<file path="src/rtl/lattice_sched_pkg.sv">
// Shared definitions for the lattice nonce scheduler.
//   sched_state_t : scheduler FSM states
//   num_cores     : cores per issue derived from LOG2_NUM_CORES
//   last_nonce    : base nonce of the final issue, 2**nonce_bits - num_cores
package lattice_sched_pkg;

  typedef enum logic [1:0] {
    IDLE  = 2'd0,
    RUN   = 2'd1,
    DRAIN = 2'd2,
    DONE  = 2'd3
  } sched_state_t;

  function automatic int unsigned num_cores(input int unsigned log2_num_cores);
    return 32'd1 << log2_num_cores;
  endfunction

  // Computed as (2**nb - 1) - (cores - 1) so no intermediate needs nb+1 bits.
  function automatic logic [63:0] last_nonce(input int unsigned nonce_bits,
                                             input int unsigned log2_num_cores);
    logic [63:0] mask;
    mask = (nonce_bits >= 64) ? '1 : ((64'd1 << nonce_bits) - 64'd1);
    return mask - (64'(num_cores(log2_num_cores)) - 64'd1);
  endfunction

endpackage

</file>
<file path="src/rtl/lattice_inflight_counter.sv">
// Up/down counter of issues outstanding in the lattice pipeline.
//   clk, rst : clock, asynchronous active-high reset
//   inc      : one issue entered the pipeline this cycle
//   dec      : one result left the pipeline this cycle
//   count    : current outstanding count
//   full     : count == MAX_COUNT
//   empty    : count == 0
// inc and dec together leave the count unchanged; dec at zero is ignored.
module lattice_inflight_counter #(
  parameter int unsigned MAX_COUNT = 64,
  parameter int unsigned CW        = $clog2(MAX_COUNT + 1)
) (
  input  logic          clk,
  input  logic          rst,
  input  logic          inc,
  input  logic          dec,
  output logic [CW-1:0] count,
  output logic          full,
  output logic          empty
);

  assign full  = (count == CW'(MAX_COUNT));
  assign empty = (count == '0);

  always_ff @(posedge clk or posedge rst) begin
    if (rst) begin
      count <= '0;
    end else if (inc && !dec) begin
      if (!full) count <= count + CW'(1);
    end else if (dec && !inc) begin
      if (!empty) count <= count - CW'(1);
    end
  end

endmodule

</file>
<file path="src/rtl/lattice_nonce_scheduler.sv">
// Sequences one nonce-search job at a time into the lattice pipeline.
// Ports:
//   clk, rst          : clock, asynchronous active-high reset
//   job_valid/ready   : host job handshake (ready while idle)
//   abort             : level, cancels the current job
//   stall             : lattice cannot accept an issue (gates next cycle)
//   issue_valid/newBlock/nonce : registered issue to the first lattice block
//   result_valid/success/nonce : one result per issue from the last block
//   found_valid/nonce : first winning nonce of the current/last job
//   done              : one-cycle pulse at job completion
//   busy              : job in progress
module lattice_nonce_scheduler
  import lattice_sched_pkg::*;
#(
  parameter int unsigned LOG2_NUM_CORES = 1,
  parameter int unsigned NONCE_BITS     = 32,
  parameter int unsigned MAX_INFLIGHT   = 64
) (
  input  logic                  clk,
  input  logic                  rst,
  input  logic                  job_valid,
  output logic                  job_ready,
  input  logic                  abort,
  input  logic                  stall,
  output logic                  issue_valid,
  output logic                  issue_newBlock,
  output logic [NONCE_BITS-1:0] issue_nonce,
  input  logic                  result_valid,
  input  logic                  result_success,
  input  logic [NONCE_BITS-1:0] result_nonce,
  output logic                  found_valid,
  output logic [NONCE_BITS-1:0] found_nonce,
  output logic                  done,
  output logic                  busy
);

  localparam int unsigned NUM_CORES = num_cores(LOG2_NUM_CORES);
  localparam int unsigned CW        = $clog2(MAX_INFLIGHT + 1);
  localparam logic [NONCE_BITS-1:0] NONCE_STEP = NONCE_BITS'(NUM_CORES);
  localparam logic [NONCE_BITS-1:0] LAST_NONCE =
    NONCE_BITS'(last_nonce(NONCE_BITS, LOG2_NUM_CORES));

  sched_state_t          state, state_n;
  logic [NONCE_BITS-1:0] next_nonce, next_nonce_n;
  logic [NONCE_BITS-1:0] issue_nonce_n, found_nonce_n;
  logic                  issue_valid_n, issue_newblock_n, found_valid_n;
  logic                  aborted, aborted_n;
  logic [CW-1:0]         outstanding;
  logic                  cnt_full, cnt_empty;
  logic                  active, room, issue_ok, found_hit;

  lattice_inflight_counter #(
    .MAX_COUNT (MAX_INFLIGHT),
    .CW        (CW)
  ) u_inflight (
    .clk   (clk),
    .rst   (rst),
    .inc   (issue_valid),
    .dec   (result_valid && (state != IDLE)),
    .count (outstanding),
    .full  (cnt_full),
    .empty (cnt_empty)
  );

  assign job_ready = (state == IDLE);
  assign busy      = (state != IDLE);
  assign done      = (state == DONE);
  assign active    = (state == RUN) || (state == DRAIN);

  // Equivalent to outstanding + issue_valid < MAX_INFLIGHT, since the
  // registered issue is not yet in the count.
  assign room = !cnt_full &&
                !(issue_valid && (outstanding == CW'(MAX_INFLIGHT - 1)));

  assign found_hit = result_valid && result_success && active &&
                     !aborted && !abort && !found_valid;

  always_comb begin
    state_n          = state;
    issue_valid_n    = 1'b0;
    issue_newblock_n = 1'b0;
    issue_nonce_n    = issue_nonce;
    next_nonce_n     = next_nonce;
    found_valid_n    = found_valid;
    found_nonce_n    = found_nonce;
    aborted_n        = aborted;
    issue_ok         = 1'b0;

    if (found_hit) begin
      found_valid_n = 1'b1;
      found_nonce_n = result_nonce;
    end
    if (abort && active) aborted_n = 1'b1;

    case (state)
      IDLE: begin
        if (job_valid) begin
          state_n          = RUN;
          found_valid_n    = 1'b0;
          found_nonce_n    = '0;
          aborted_n        = 1'b0;
          issue_valid_n    = 1'b1;
          issue_newblock_n = 1'b1;
          issue_nonce_n    = '0;
          // Nonce 0 is consumed by the newBlock issue itself.
          next_nonce_n     = NONCE_STEP;
        end
      end
      RUN: begin
        issue_ok = !stall && !abort && !found_valid && room;
        if (issue_ok) begin
          issue_valid_n = 1'b1;
          issue_nonce_n = next_nonce;
          next_nonce_n  = next_nonce + NONCE_STEP;
        end
        if (abort || found_valid || (issue_ok && (next_nonce == LAST_NONCE)))
          state_n = DRAIN;
      end
      DRAIN: begin
        if (cnt_empty && !issue_valid) state_n = DONE;
      end
      DONE: begin
        state_n = IDLE;
      end
      default: begin
        state_n = IDLE;
      end
    endcase
  end

  always_ff @(posedge clk or posedge rst) begin
    if (rst) begin
      state          <= IDLE;
      issue_valid    <= 1'b0;
      issue_newBlock <= 1'b0;
      issue_nonce    <= '0;
      next_nonce     <= '0;
      found_valid    <= 1'b0;
      found_nonce    <= '0;
      aborted        <= 1'b0;
    end else begin
      state          <= state_n;
      issue_valid    <= issue_valid_n;
      issue_newBlock <= issue_newblock_n;
      issue_nonce    <= issue_nonce_n;
      next_nonce     <= next_nonce_n;
      found_valid    <= found_valid_n;
      found_nonce    <= found_nonce_n;
      aborted        <= aborted_n;
    end
  end

endmodule

</file>
<file path="config.mk">
export PLATFORM = sky130hd
export DESIGN_NAME = lattice_nonce_scheduler
export DESIGN_NICKNAME = d
export VERILOG_FILES = /design/src/rtl/lattice_sched_pkg.sv /design/src/rtl/lattice_inflight_counter.sv /design/src/rtl/lattice_nonce_scheduler.sv
export SDC_FILE = /design/constraint.sdc
export NUM_CORES = 1
export LEC_CHECK = 0
export CAP_MARGIN = 20
export CORE_MARGIN = 2
export CORE_UTILIZATION = 39
export CTS_BUF_LIST = sky130_fd_sc_hd__clkbuf_8
export DETAILED_ROUTE_END_ITERATION = 16
export GPL_TIMING_DRIVEN = 0
export SLEW_MARGIN = 20
export SYNTH_ARGS = -nofsm -noshare
export SYNTH_HDL_FRONTEND = slang
export SYNTH_SLANG_ARGS = --single-unit
export TNS_END_PERCENT = 10
</file>
<file path="constraint.sdc">
create_clock -name clk -period 4.2 [get_ports clk]
set_clock_uncertainty 0.05 [all_clocks]
set_input_delay 0.84 -clock clk [delete_from_list [all_inputs] [get_ports clk]]
set_output_delay 0.84 -clock clk [all_outputs]
set_load 0.01 [all_outputs]
</file>
==> metrics <==
Global Route met1 Usage 23.9%; Synth Net Count 619; Setup CP Type input port to register; top cell type's share of synthesized area 52.4%; HPWL after detailed placement 9560 um; Clock Pin Slew Worst Setup and Hold Paths 100 ps; NetSw 0.00141 W; TritonRoute pass-1 iters 4; critical path fanouts, max 10; Clk pwr share 17.7%; Post-Synth Adder-Cell Area 3.09%; Yosys Warn Count 0; final setup fails 0; Worst Setup Start Kind input port; most numerous cell in the Yosys netlist nand2_1; row count 41; layout cell share with drive strength beyond 1 3.90%; Flop pwr share 38.6%; Max Fclk 321 MHz; Internal Pwr Total 0.00218 W; most instantiated cells after synthesis nand2_1 (147), dfrtp_1 (107), a21oi_1 (56); Post-Syn Area 5110 um^2; Synth Area in Simple Gates 23.1%; die area 14000 um^2; WP data required 4460 ps; Max-cap violations 0; Placement Setup Slack 690 ps; wire per inst 15.2 um; insertion delay to the later sink of the worst-skew pair 390 ps; FF-to-FF End issue_nonce[28]; maximum VDD drop 0.293 mV; DRT iter0 DRCs 203; gr ovfl total 0; Via density 5.17; initial antenna violation count 0; Power Total 0.00359 W; Sink Count 107; status finished clean; Syn Inst Count 568; ANT nets after route 0; largest area contributor in the netlist dfrtp_1; Placed Cells 848; Area contributors post-synth dfrtp_1 (52%), nand2_1 (11%), a21oi_1 (5.5%); RSZ-0062 raised after global routing no; grt peak-use layer met2; Clock H-tree levels 3; final period utilization 74.2%; slowest CP cell or4_1; pin count of the biggest net entering global routing 70; Die Span Y 118 um; Avg Inst Size Synth 9.00 um^2; slew of the pin with the lowest slew margin 722 ps; DRC 0; Layout Nets 738; core area 12700 um^2; hold crit path type register to register; part of the power in combinational logic 43.7%; slowest stage delay, CP 520 ps; Antenna diodes 0; synth unique cells 44; I/O pins 109; Arrival @ worst endpoint 3380 ps; Slew Limit Fails 0; Synth Area in XOR/XNOR 2.23%; Slew headroom 51.4%; CTS buffer count 9; hold_sp issue_nonce[16]; port bufs 107; CTS tree built; post-synthesis mux area share 1.42%; Final WS setup 1080 ps; Die W 118 um; met2 Use GR 32.1%; Synth Flop Type dfrtp_1; Max Buffers Root-to-Sink 2; CTS root buf clkbuf_8; Critical Path Sink Type register; area growth from synthesis to layout 29.5%; Compound-Gate Fraction of Synth Area 14.0%; PD cells 543 nW/um^2; vias in the first global route 4544; # Post-CTS Setup Buffers 0; largest family of logic cells by synthesized area simple AND/OR/NAND/NOR gates; WHS Endpoint issue_nonce[16]; FFs w/ async S/R, synth 100%; WL final 13100 um; Seq/Total Area, Yosys 52.4%; first-pass GRT wire length 22100 um; synthesized flop and latch total 107; Fin. Hold Viols 0; Layout Cells excl Fill 864; Placer Congestion 0.844; post-CTS sizing 0; Hold Slack 431 ps; Tmin final 3120 ps; hold bufs inserted after CTS 0; met3 Use GR 6.95%; Pleak 2.68 nW; hold path depth 2; CP Cell Sequence clkdlybuf4s50_1 > or3_1 > a32oi_2 > nand3_1 > buf_2 > or4_1 > a21oi_1; via count 4469; starting density of the core 40.2%; GRT Util Overall 19.4%; Sw Share 39.2%; Post-synth EDFFs 0; R2R setup slack 1090 ps; R2R depth 11; Reg2Reg Launch Point state[1]
==> layout make-up <==
class	count	area, um^2
Fill cell	1248	6110
Sequential cell	107	2680
Multi-Input combinational cell	413	2240
Timing Repair Buffer	108	1100
Tap cell	172	215
Buffer	35	140
Clock buffer	10	138
Inverter	13	53.8
Clock inverter	6	50.0
==> stage by stage <==
step                      setup TNS (ps)  area [um^2]  util (%)
final                                  0         6620      52.0
after global routing                   0         6620      52.0
after CTS                              0         6620      52.0
after detailed placement               0         6430      50.5
after global placement           -131560         6400      50.3
after floorplan                        0         5110         -
==> power groups by stage <==
stage	logic, W	registers (W)	clock network, W
after floorplan	0.000904	0.00144	0
after global placement	0.00155	0.00140	0
after detailed placement	0.00158	0.00141	0
after CTS	0.00159	0.00139	0.000655
after global routing	0.00176	0.00142	0.000697
final	0.00157	0.00139	0.000636
==> registers in the layout (all words and copies together) (netlist names) <==
name and flops:
found_nonce 32, issue_nonce 31, next_nonce 31, u_inflight.count 7
state 2, aborted 1, found_valid 1, issue_newBlock 1
issue_valid 1
==> cell usage in the layout, fill, tap and decap left out, types with 2 or more instances in the layout <==
cell type,instances
nand3_1,14
and3_1,4
or2_2,3
buf_2,4
or3_1,12
clkdlybuf4s50_1,107
and2_1,3
a21o_1,3
nor4_1,7
or4_1,14
xor2_1,6
a21oi_1,56
dfrtp_1,107
nor2_1,21
o21a_1,2
xnor2_1,7
clkbuf_8,10
clkbuf_1,25
mux2_2,2
nand4_1,12
o31ai_1,14
inv_1,16
o211ai_1,3
nand2_1,147
ha_1,11
mux2i_1,5
o21ai_0,43
buf_1,5
and4_1,2
nor3_1,7
==> how the worst max path moves through the flow <==
| stage | start | to | slack (ps) | cells past startpoint |
|---|---|---|---|---|
| 2_1_floorplan | rst | aborted | 490 | 1 |
| 3_3_place_gp | rst | u_inflight.count[5] | -1230 | 2 |
| 3_5_place_dp | abort | next_nonce[10] | 690 | 7 |
| 4_1_cts | state[1] | issue_nonce[28] | 1090 | 11 |
| 5_1_grt | state[1] | issue_nonce[2] | 760 | 11 |
| 6_report | abort | next_nonce[10] | 1080 | 7 |
==> kinds of logic after synthesis <==
family / after synthesis
AO/OA/AOI/OAI: 127
XOR/XNOR: 13
adder cells (fa/ha/maj): 12
buffers and inverters: 48
flip-flops: 107
multiplexers: 7
other: 1
AND/OR/NAND/NOR: 253
==> layer usage <==
metal | wire, um | share of wire, %
met1 | 5730 | 44
met2 | 6160 | 47
met3 | 1000 | 7.7
met4 | 221 | 1.7
met5 | 0 | 0
==> worst max-delay path, delay by kind of cell <==
| family | cells | cell delay (ps) |
|---|---|---|
| AOI/OAI and AO/OA | 2 | 550 |
| buffers and inverters | 2 | 720 |
| and+or+nand+nor | 3 | 1270 |
Power figures use the tool's default switching activity.
